## src/rtl/section_readout_arbiter.sv

```systemverilog
// ---------------------------------------------------------------------------
// section_readout_arbiter
//
// Round-robin read scheduler for the per-column memories of one section.
// A non-empty, enabled column is picked each cycle and receives a one-cycle
// read pulse. The word returned one cycle later is tagged with its column
// index and pushed into a small first-word-fall-through output FIFO, which
// the section serializer drains through a valid/ready handshake.
//
// Ports
//   clock_i         section clock, all logic on the rising edge
//   reset_i         synchronous, active-high reset
//   enable_i        1: issue reads; 0: stop issuing, finish in-flight, drain
//   col_mask_i      1 = column excluded from arbitration
//   colmem_empty_i  per-column memory empty flag (lags a read by one cycle)
//   colmem_read_o   one-hot read pulse, registered
//   colmem_out_i    column memory data, valid the cycle after colmem_read_o
//   out_valid_o     FIFO head valid
//   out_ready_i     consumer takes the head when out_valid_o && out_ready_i
//   out_data_o      FIFO head word
//   out_col_o       column index of the head word
//   busy_o          FSM not idle or FIFO non-empty
// ---------------------------------------------------------------------------
module section_readout_arbiter #(
   parameter int COLUMNS    = 16,
   parameter int DATA_BITS  = 16,
   parameter int FIFO_DEPTH = 4
) (
   input  logic                           clock_i,
   input  logic                           reset_i,
   input  logic                           enable_i,
   input  logic [COLUMNS-1:0]             col_mask_i,
   input  logic [COLUMNS-1:0]             colmem_empty_i,
   output logic [COLUMNS-1:0]             colmem_read_o,
   input  logic [COLUMNS*DATA_BITS-1:0]   colmem_out_i,
   output logic                           out_valid_o,
   input  logic                           out_ready_i,
   output logic [DATA_BITS-1:0]           out_data_o,
   output logic [$clog2(COLUMNS)-1:0]     out_col_o,
   output logic                           busy_o
);

   localparam int CW = $clog2(COLUMNS);
   localparam int AW = $clog2(FIFO_DEPTH);
   localparam logic [CW:0]   COLS_W   = (CW+1)'(COLUMNS);
   localparam logic [CW-1:0] LAST_COL = CW'(COLUMNS-1);
   localparam logic [AW+1:0] DEPTH_W  = (AW+2)'(FIFO_DEPTH);
   localparam logic [AW:0]   FULL_CNT = (AW+1)'(FIFO_DEPTH);

   typedef enum logic [1:0] {
      IDLE  = 2'd0,
      RUN   = 2'd1,
      DRAIN = 2'd2
   } state_t;

   state_t                  state_q;
   logic [CW-1:0]           rr_ptr_q;
   logic [COLUMNS-1:0]      read_q;       // read pulse currently on the wires
   logic [CW-1:0]           read_col_q;   // column of that pulse
   logic                    cap_pend_q;   // colmem_out carries a word this cycle
   logic [CW-1:0]           cap_col_q;
   logic [DATA_BITS+CW-1:0] fifo_mem [FIFO_DEPTH];
   logic [AW-1:0]           wr_ptr_q;
   logic [AW-1:0]           rd_ptr_q;
   logic [AW:0]             count_q;

   logic [DATA_BITS-1:0]    col_word [COLUMNS];
   logic [COLUMNS-1:0]      req;
   logic [2*COLUMNS-1:0]    req_dbl;
   logic [CW:0]             gnt_off;
   logic [CW:0]             gnt_sum;
   logic                    gnt_any;
   logic [CW-1:0]           gnt_col;
   logic [CW-1:0]           rr_ptr_d;
   logic                    read_any;
   logic                    push;
   logic                    pop;
   logic                    issue;
   logic [AW+1:0]           occupancy;
   logic [DATA_BITS+CW-1:0] head;

   // A column that is being pulsed right now still shows its pre-read empty
   // flag, so it must sit out this grant decision.
   generate
      for (genvar gi = 0; gi < COLUMNS; gi++) begin : g_col
         assign col_word[gi] = colmem_out_i[gi*DATA_BITS +: DATA_BITS];
         assign req[gi]      = ~colmem_empty_i[gi] & ~col_mask_i[gi] & ~read_q[gi];
      end
   endgenerate

   // Rotate so bit 0 is the column at rr_ptr; the lowest set bit then gives
   // the distance from rr_ptr to the winner, wrapping naturally.
   assign req_dbl = {req, req} >> rr_ptr_q;

   always_comb begin
      gnt_any = 1'b0;
      gnt_off = '0;
      for (int i = COLUMNS-1; i >= 0; i--) begin
         if (req_dbl[i]) begin
            gnt_any = 1'b1;
            gnt_off = (CW+1)'(i);
         end
      end
      gnt_sum  = {1'b0, rr_ptr_q} + gnt_off;
      gnt_col  = (gnt_sum >= COLS_W) ? CW'(gnt_sum - COLS_W) : CW'(gnt_sum);
      rr_ptr_d = (gnt_col == LAST_COL) ? '0 : gnt_col + CW'(1);
   end

   assign read_any = |read_q;
   assign push     = cap_pend_q;
   assign pop      = out_valid_o & out_ready_i;

   // Every word between its read pulse and its pop holds a FIFO slot, so a
   // read is only issued when the slot is guaranteed to exist at push time.
   assign occupancy = (AW+2)'(count_q) + (AW+2)'(read_any) + (AW+2)'(cap_pend_q);
   assign issue     = (state_q == RUN) && enable_i && gnt_any &&
                      (occupancy < DEPTH_W + (AW+2)'(pop));

   always_ff @(posedge clock_i) begin
      if (reset_i) begin
         state_q    <= IDLE;
         rr_ptr_q   <= '0;
         read_q     <= '0;
         read_col_q <= '0;
         cap_pend_q <= 1'b0;
         cap_col_q  <= '0;
         wr_ptr_q   <= '0;
         rd_ptr_q   <= '0;
         count_q    <= '0;
      end else begin
         case (state_q)
            IDLE:    if (enable_i) state_q <= RUN;
            RUN:     if (!enable_i) state_q <= DRAIN;
            DRAIN: begin
               if (enable_i)
                  state_q <= RUN;
               else if (!read_any && !cap_pend_q && (count_q == '0))
                  state_q <= IDLE;
            end
            default: state_q <= IDLE;
         endcase

         read_q <= '0;
         if (issue) begin
            read_q[gnt_col] <= 1'b1;
            read_col_q      <= gnt_col;
            rr_ptr_q        <= rr_ptr_d;
         end

         cap_pend_q <= read_any;
         cap_col_q  <= read_col_q;

         if (push) wr_ptr_q <= wr_ptr_q + AW'(1);
         if (pop)  rd_ptr_q <= rd_ptr_q + AW'(1);
         count_q <= count_q + (AW+1)'(push) - (AW+1)'(pop);
      end
   end

   // Storage has no reset; the pointers and count define what is valid.
   always_ff @(posedge clock_i) begin
      if (push) fifo_mem[wr_ptr_q] <= {cap_col_q, col_word[cap_col_q]};
   end

   // Head is read combinationally so the first word falls through.
   assign head          = fifo_mem[rd_ptr_q];
   assign out_valid_o   = (count_q != '0);
   assign out_data_o    = out_valid_o ? head[DATA_BITS-1:0] : '0;
   assign out_col_o     = out_valid_o ? head[DATA_BITS+CW-1:DATA_BITS] : '0;
   assign busy_o        = (state_q != IDLE) || out_valid_o;
   assign colmem_read_o = read_q;

   a_read_onehot: assert property (@(posedge clock_i) disable iff (reset_i)
      $onehot0(read_q));
   a_no_overflow: assert property (@(posedge clock_i) disable iff (reset_i)
      !(push && (count_q == FULL_CNT) && !pop));
   a_read_nonempty: assert property (@(posedge clock_i) disable iff (reset_i)
      ((read_q & colmem_empty_i) == '0));

endmodule
```

## config.mk

```make
export PLATFORM = sky130hd
export DESIGN_NAME = section_readout_arbiter
export DESIGN_NICKNAME = d
export VERILOG_FILES = /design/src/rtl/section_readout_arbiter.sv
export SDC_FILE = /design/constraint.sdc
export NUM_CORES = 1
export LEC_CHECK = 0
export ABC_AREA = 0
export CORE_MARGIN = 5
export CORE_UTILIZATION = 45
export DETAILED_ROUTE_END_ITERATION = 8
export PLACE_DENSITY_LB_ADDON = 0.3
export SYNTH_ARGS = -nofsm -noshare
export SYNTH_HDL_FRONTEND = slang
export SYNTH_SLANG_ARGS = --single-unit
```

## constraint.sdc

```tcl
create_clock -name clock_i -period 4.95 [get_ports clock_i]
set_input_delay 0.495 -clock clock_i [delete_from_list [all_inputs] [get_ports clock_i]]
set_output_delay 0.495 -clock clock_i [all_outputs]
set_load 0.05 [all_outputs]
```

==> impl_metrics.env <==
export IMPL_viasPerCell=5.93
export IMPL_synth_edf_count=80
export IMPL_clock_sinks=120
export IMPL_fill_cells=1269
export IMPL_slew_limit_headroom_pct=23.9
export IMPL_ant_nets=0
export IMPL_fin_ws_ps=277
export IMPL_syn_area_per_cell_um2=13.6
export IMPL_core_mm2=0.0180
export IMPL_wl_mm=29.6
export IMPL_leakagePower_nw=4.24
export IMPL_antenna_found_initial=4
export IMPL_grt_max_degree=69
export IMPL_rr_startpoint="colmem_read_o[13]$_SDFF_PP0_"
export IMPL_layout_commonest_cell="clkdlybuf4s50_1"
export IMPL_crit_path_frequent_cell="o21ai_1"
export IMPL_start_util_pct=46.0
export IMPL_min_path_cells=1
export IMPL_synthCells=610
export IMPL_min_from="read_col_q[0]$_SDFFE_PP0P_"
export IMPL_period_share_pct=94.4
export IMPL_arrival_ps=5000
export IMPL_hold_viol_final=0
export IMPL_required_ps=5280
export IMPL_area_delta_synth_final_pct=51.4
export IMPL_dieArea_mm2=0.0212
export IMPL_synthesis_nets=920
export IMPL_nets=1258
export IMPL_yosysUniqueCellTypes=73
export IMPL_crit_path_end_kind="register"
export IMPL_overflow=0
export IMPL_critical_path_max_stage_delay_ps=570
export IMPL_vias=7071
export IMPL_cts_max_level=4
export IMPL_syn_area_mm2=0.00828
export IMPL_path_cells="clkdlybuf4s50_1 -> or3_1 -> mux4_2 -> mux4_1 -> and4b_1 -> a211oi_1 -> o21ai_1 -> a31o_2 -> ha_1 -> a21o_1 -> a21oi_1 -> xnor2_1 -> o21ai_1 -> mux2_4 -> nor3b_1"
export IMPL_cts_buffers=17
export IMPL_maxCapViolCount=0
export IMPL_ys_seq_area_share_pct=38.7
export IMPL_cts_path_max_buffers=2
export IMPL_drt_initial_drc_count=529
export IMPL_grt_pass1_wl_mm=44.3
export IMPL_worstPathMaxFanout=6
export IMPL_worstSetupPathType="input port to register"
export IMPL_rsz0062_at_grt="false"
export IMPL_layout_drive_gt1_share_pct=20.6
export IMPL_critPathLaunchType="input port"
export IMPL_fmax_mhz=214
export IMPL_grt_pass1_vias=7438
export IMPL_yosys_warnings=0
export IMPL_place_gp_congestion=0.927
export IMPL_cp_slowest_cell="mux4_1"
export IMPL_setup_violations=0
export IMPL_yosys_most_used_dff="edfxtp_1"
export IMPL_rrSetupSlack_ps=460
export IMPL_power_density_mw_per_mm2=378
export IMPL_io_buffers=329
export IMPL_first_pass_iters=5
export IMPL_fin_skew_ps=5.56
export IMPL_placedCellCount=1158
export IMPL_r2r_end="colmem_read_o[2]$_SDFF_PP0_"
export IMPL_wire_per_inst_um=24.8
export IMPL_rr_worst_depth=14
export IMPL_min_period_ps=4670
export IMPL_min_path_type="register to register"
export IMPL_ios=330
export IMPL_drv_slew=0
export IMPL_dpl_worst_slack_ps=-14.4
export IMPL_final_cell_mix="329 x clkdlybuf4s50_1, 114 x mux4_2, 80 x edfxtp_1"
export IMPL_cts_tree="done"
export IMPL_fin_cells=1193
export IMPL_grt_use_total_pct=27.3
export IMPL_clk_pin_slew_ps=50
export IMPL_tightest_slew_ps=1140
export IMPL_vdd_drop_max_uv=275
export IMPL_cts_root_buf="clkbuf_16"
export IMPL_die_h_um=146
export IMPL_ys_async_sr_fraction_pct=0
export IMPL_die_w_um=146
export IMPL_synth_ff_latch_count=120
export IMPL_clock_latency_ps=420
export IMPL_post_route_drc_count=0
export IMPL_rows=49
export IMPL_holdPathEnd="cap_col_q[0]$_SDFF_PP0_"
export IMPL_dpl_hpwl_mm=23.9
export IMPL_outcome="finished clean"
==> worst max path at each step <==
stage | startpoint | end | slack (ps)
6_report | col_mask_i[13] | colmem_read_o[2]$_SDFF_PP0_ | 280
2_1_floorplan | colmem_read_o[3]$_SDFF_PP0_ | rr_ptr_q[3]$_SDFFE_PP0P_ | 630
5_1_grt | rr_ptr_q[3]$_SDFFE_PP0P_ | colmem_read_o[10]$_SDFF_PP0_ | 70
3_5_place_dp | col_mask_i[13] | colmem_read_o[3]$_SDFF_PP0_ | -10
3_3_place_gp | col_mask_i[13] | rr_ptr_q[3]$_SDFFE_PP0P_ | 70
4_1_cts | rr_ptr_q[3]$_SDFFE_PP0P_ | colmem_read_o[3]$_SDFF_PP0_ | 330
==> per-stage QoR <==
| step | hold WS, ps | power (mW) | setup TNS [ps] | cell area (µm²) | utilization (%) |
|---|---|---|---|---|---|
| 3_3_place_gp | 442 | 3.44 | 0 | 11900 | 66.1 |
| 2_1_floorplan | 444 | 2.64 | 0 | 8280 | - |
| 6_report | 468 | 4.74 | 0 | 12500 | 69.6 |
| 3_5_place_dp | 448 | 3.47 | -14.4 | 11900 | 66.1 |
| 4_1_cts | 467 | 4.75 | 0 | 12500 | 69.5 |
| 5_1_grt | 485 | 4.96 | 0 | 12500 | 69.6 |
==> worst max-delay path: cells and delay by family <==
family,cells,cell delay (ps)
AND/OR/NAND/NOR,3,850
XOR/XNOR,1,320
multiplexers,3,1470
buffers and inverters,1,420
AO/OA/AOI/OAI,6,1240
adder cells (fa/ha/maj),1,210
==> cell families after synthesis <==
family / share of synthesized area [%]
adder cells (fa/ha/maj): 2.99
multiplexers: 33.6
buffers and inverters: 2.75
XOR/XNOR: 1.06
AND/OR/NAND/NOR: 13.2
flip-flops: 38.7
AO/OA/AOI/OAI: 7.73
==> state kept, by name (all words and copies together) (netlist names), named ones only <==
name / count
cap_col_q: 4
cap_pend_q: 1
colmem_read_o: 16
count_q: 3
fifo_mem: 80
rd_ptr_q: 2
read_col_q: 4
rr_ptr_q: 4
state_q: 2
wr_ptr_q: 2
==> final cells by class <==
| type | count | area, µm² | area share [%] |
|---|---|---|---|
| Multi-Input combinational cell | 435 | 4850 | 38.7 |
| Timing Repair Buffer | 358 | 3510 | 28.0 |
| Sequential cell | 120 | 3210 | 25.6 |
| Clock buffer | 18 | 429 | 3.42 |
| Tap cell | 229 | 287 | 2.29 |
| Clock inverter | 14 | 180 | 1.44 |
| Inverter | 16 | 60.1 | 0.479 |
| Antenna cell | 3 | 7.51 | 0.0599 |
==> what timing repair did <==
action	CTS	global route
hold buffers	0	0
gates resized for setup	0	1
setup endpoints to repair	0	14
setup buffers	0	0
==> power by group <==
part / internal [mW] / switching [mW]
Combinational: 1.06 / 1.16
Sequential: 1.15 / 0.106
Clock: 0.835 / 0.432
==> per-layer routing <==
metal,GRT usage [%],wire length (µm),vias up
li1,-,-,3190
met1,32.1,10600,3533
met2,49.9,16200,319
met3,7.26,2350,27
met4,6.02,364,2
met5,0,7,-
==> synth_stat cells, types with 10 or more instances <==
| master | count | share of area (%) |
|---|---|---|
| a21oi_1 | 17 | 1.0 |
| and2_1 | 26 | 2.0 |
| buf_1 | 13 | 0.59 |
| clkbuf_1 | 19 | 0.86 |
| dfxtp_1 | 40 | 9.7 |
| edfxtp_1 | 80 | 29 |
| ha_1 | 15 | 2.3 |
| inv_1 | 14 | 0.63 |
| mux2i_1 | 12 | 1.5 |
| mux4_2 | 114 | 31 |
| nand2_1 | 31 | 1.4 |
| nor2_1 | 40 | 1.8 |
| nor3_1 | 23 | 1.4 |
| nor4_1 | 10 | 0.76 |
| or3_1 | 13 | 0.98 |
(Power assumes the default switching activity.)
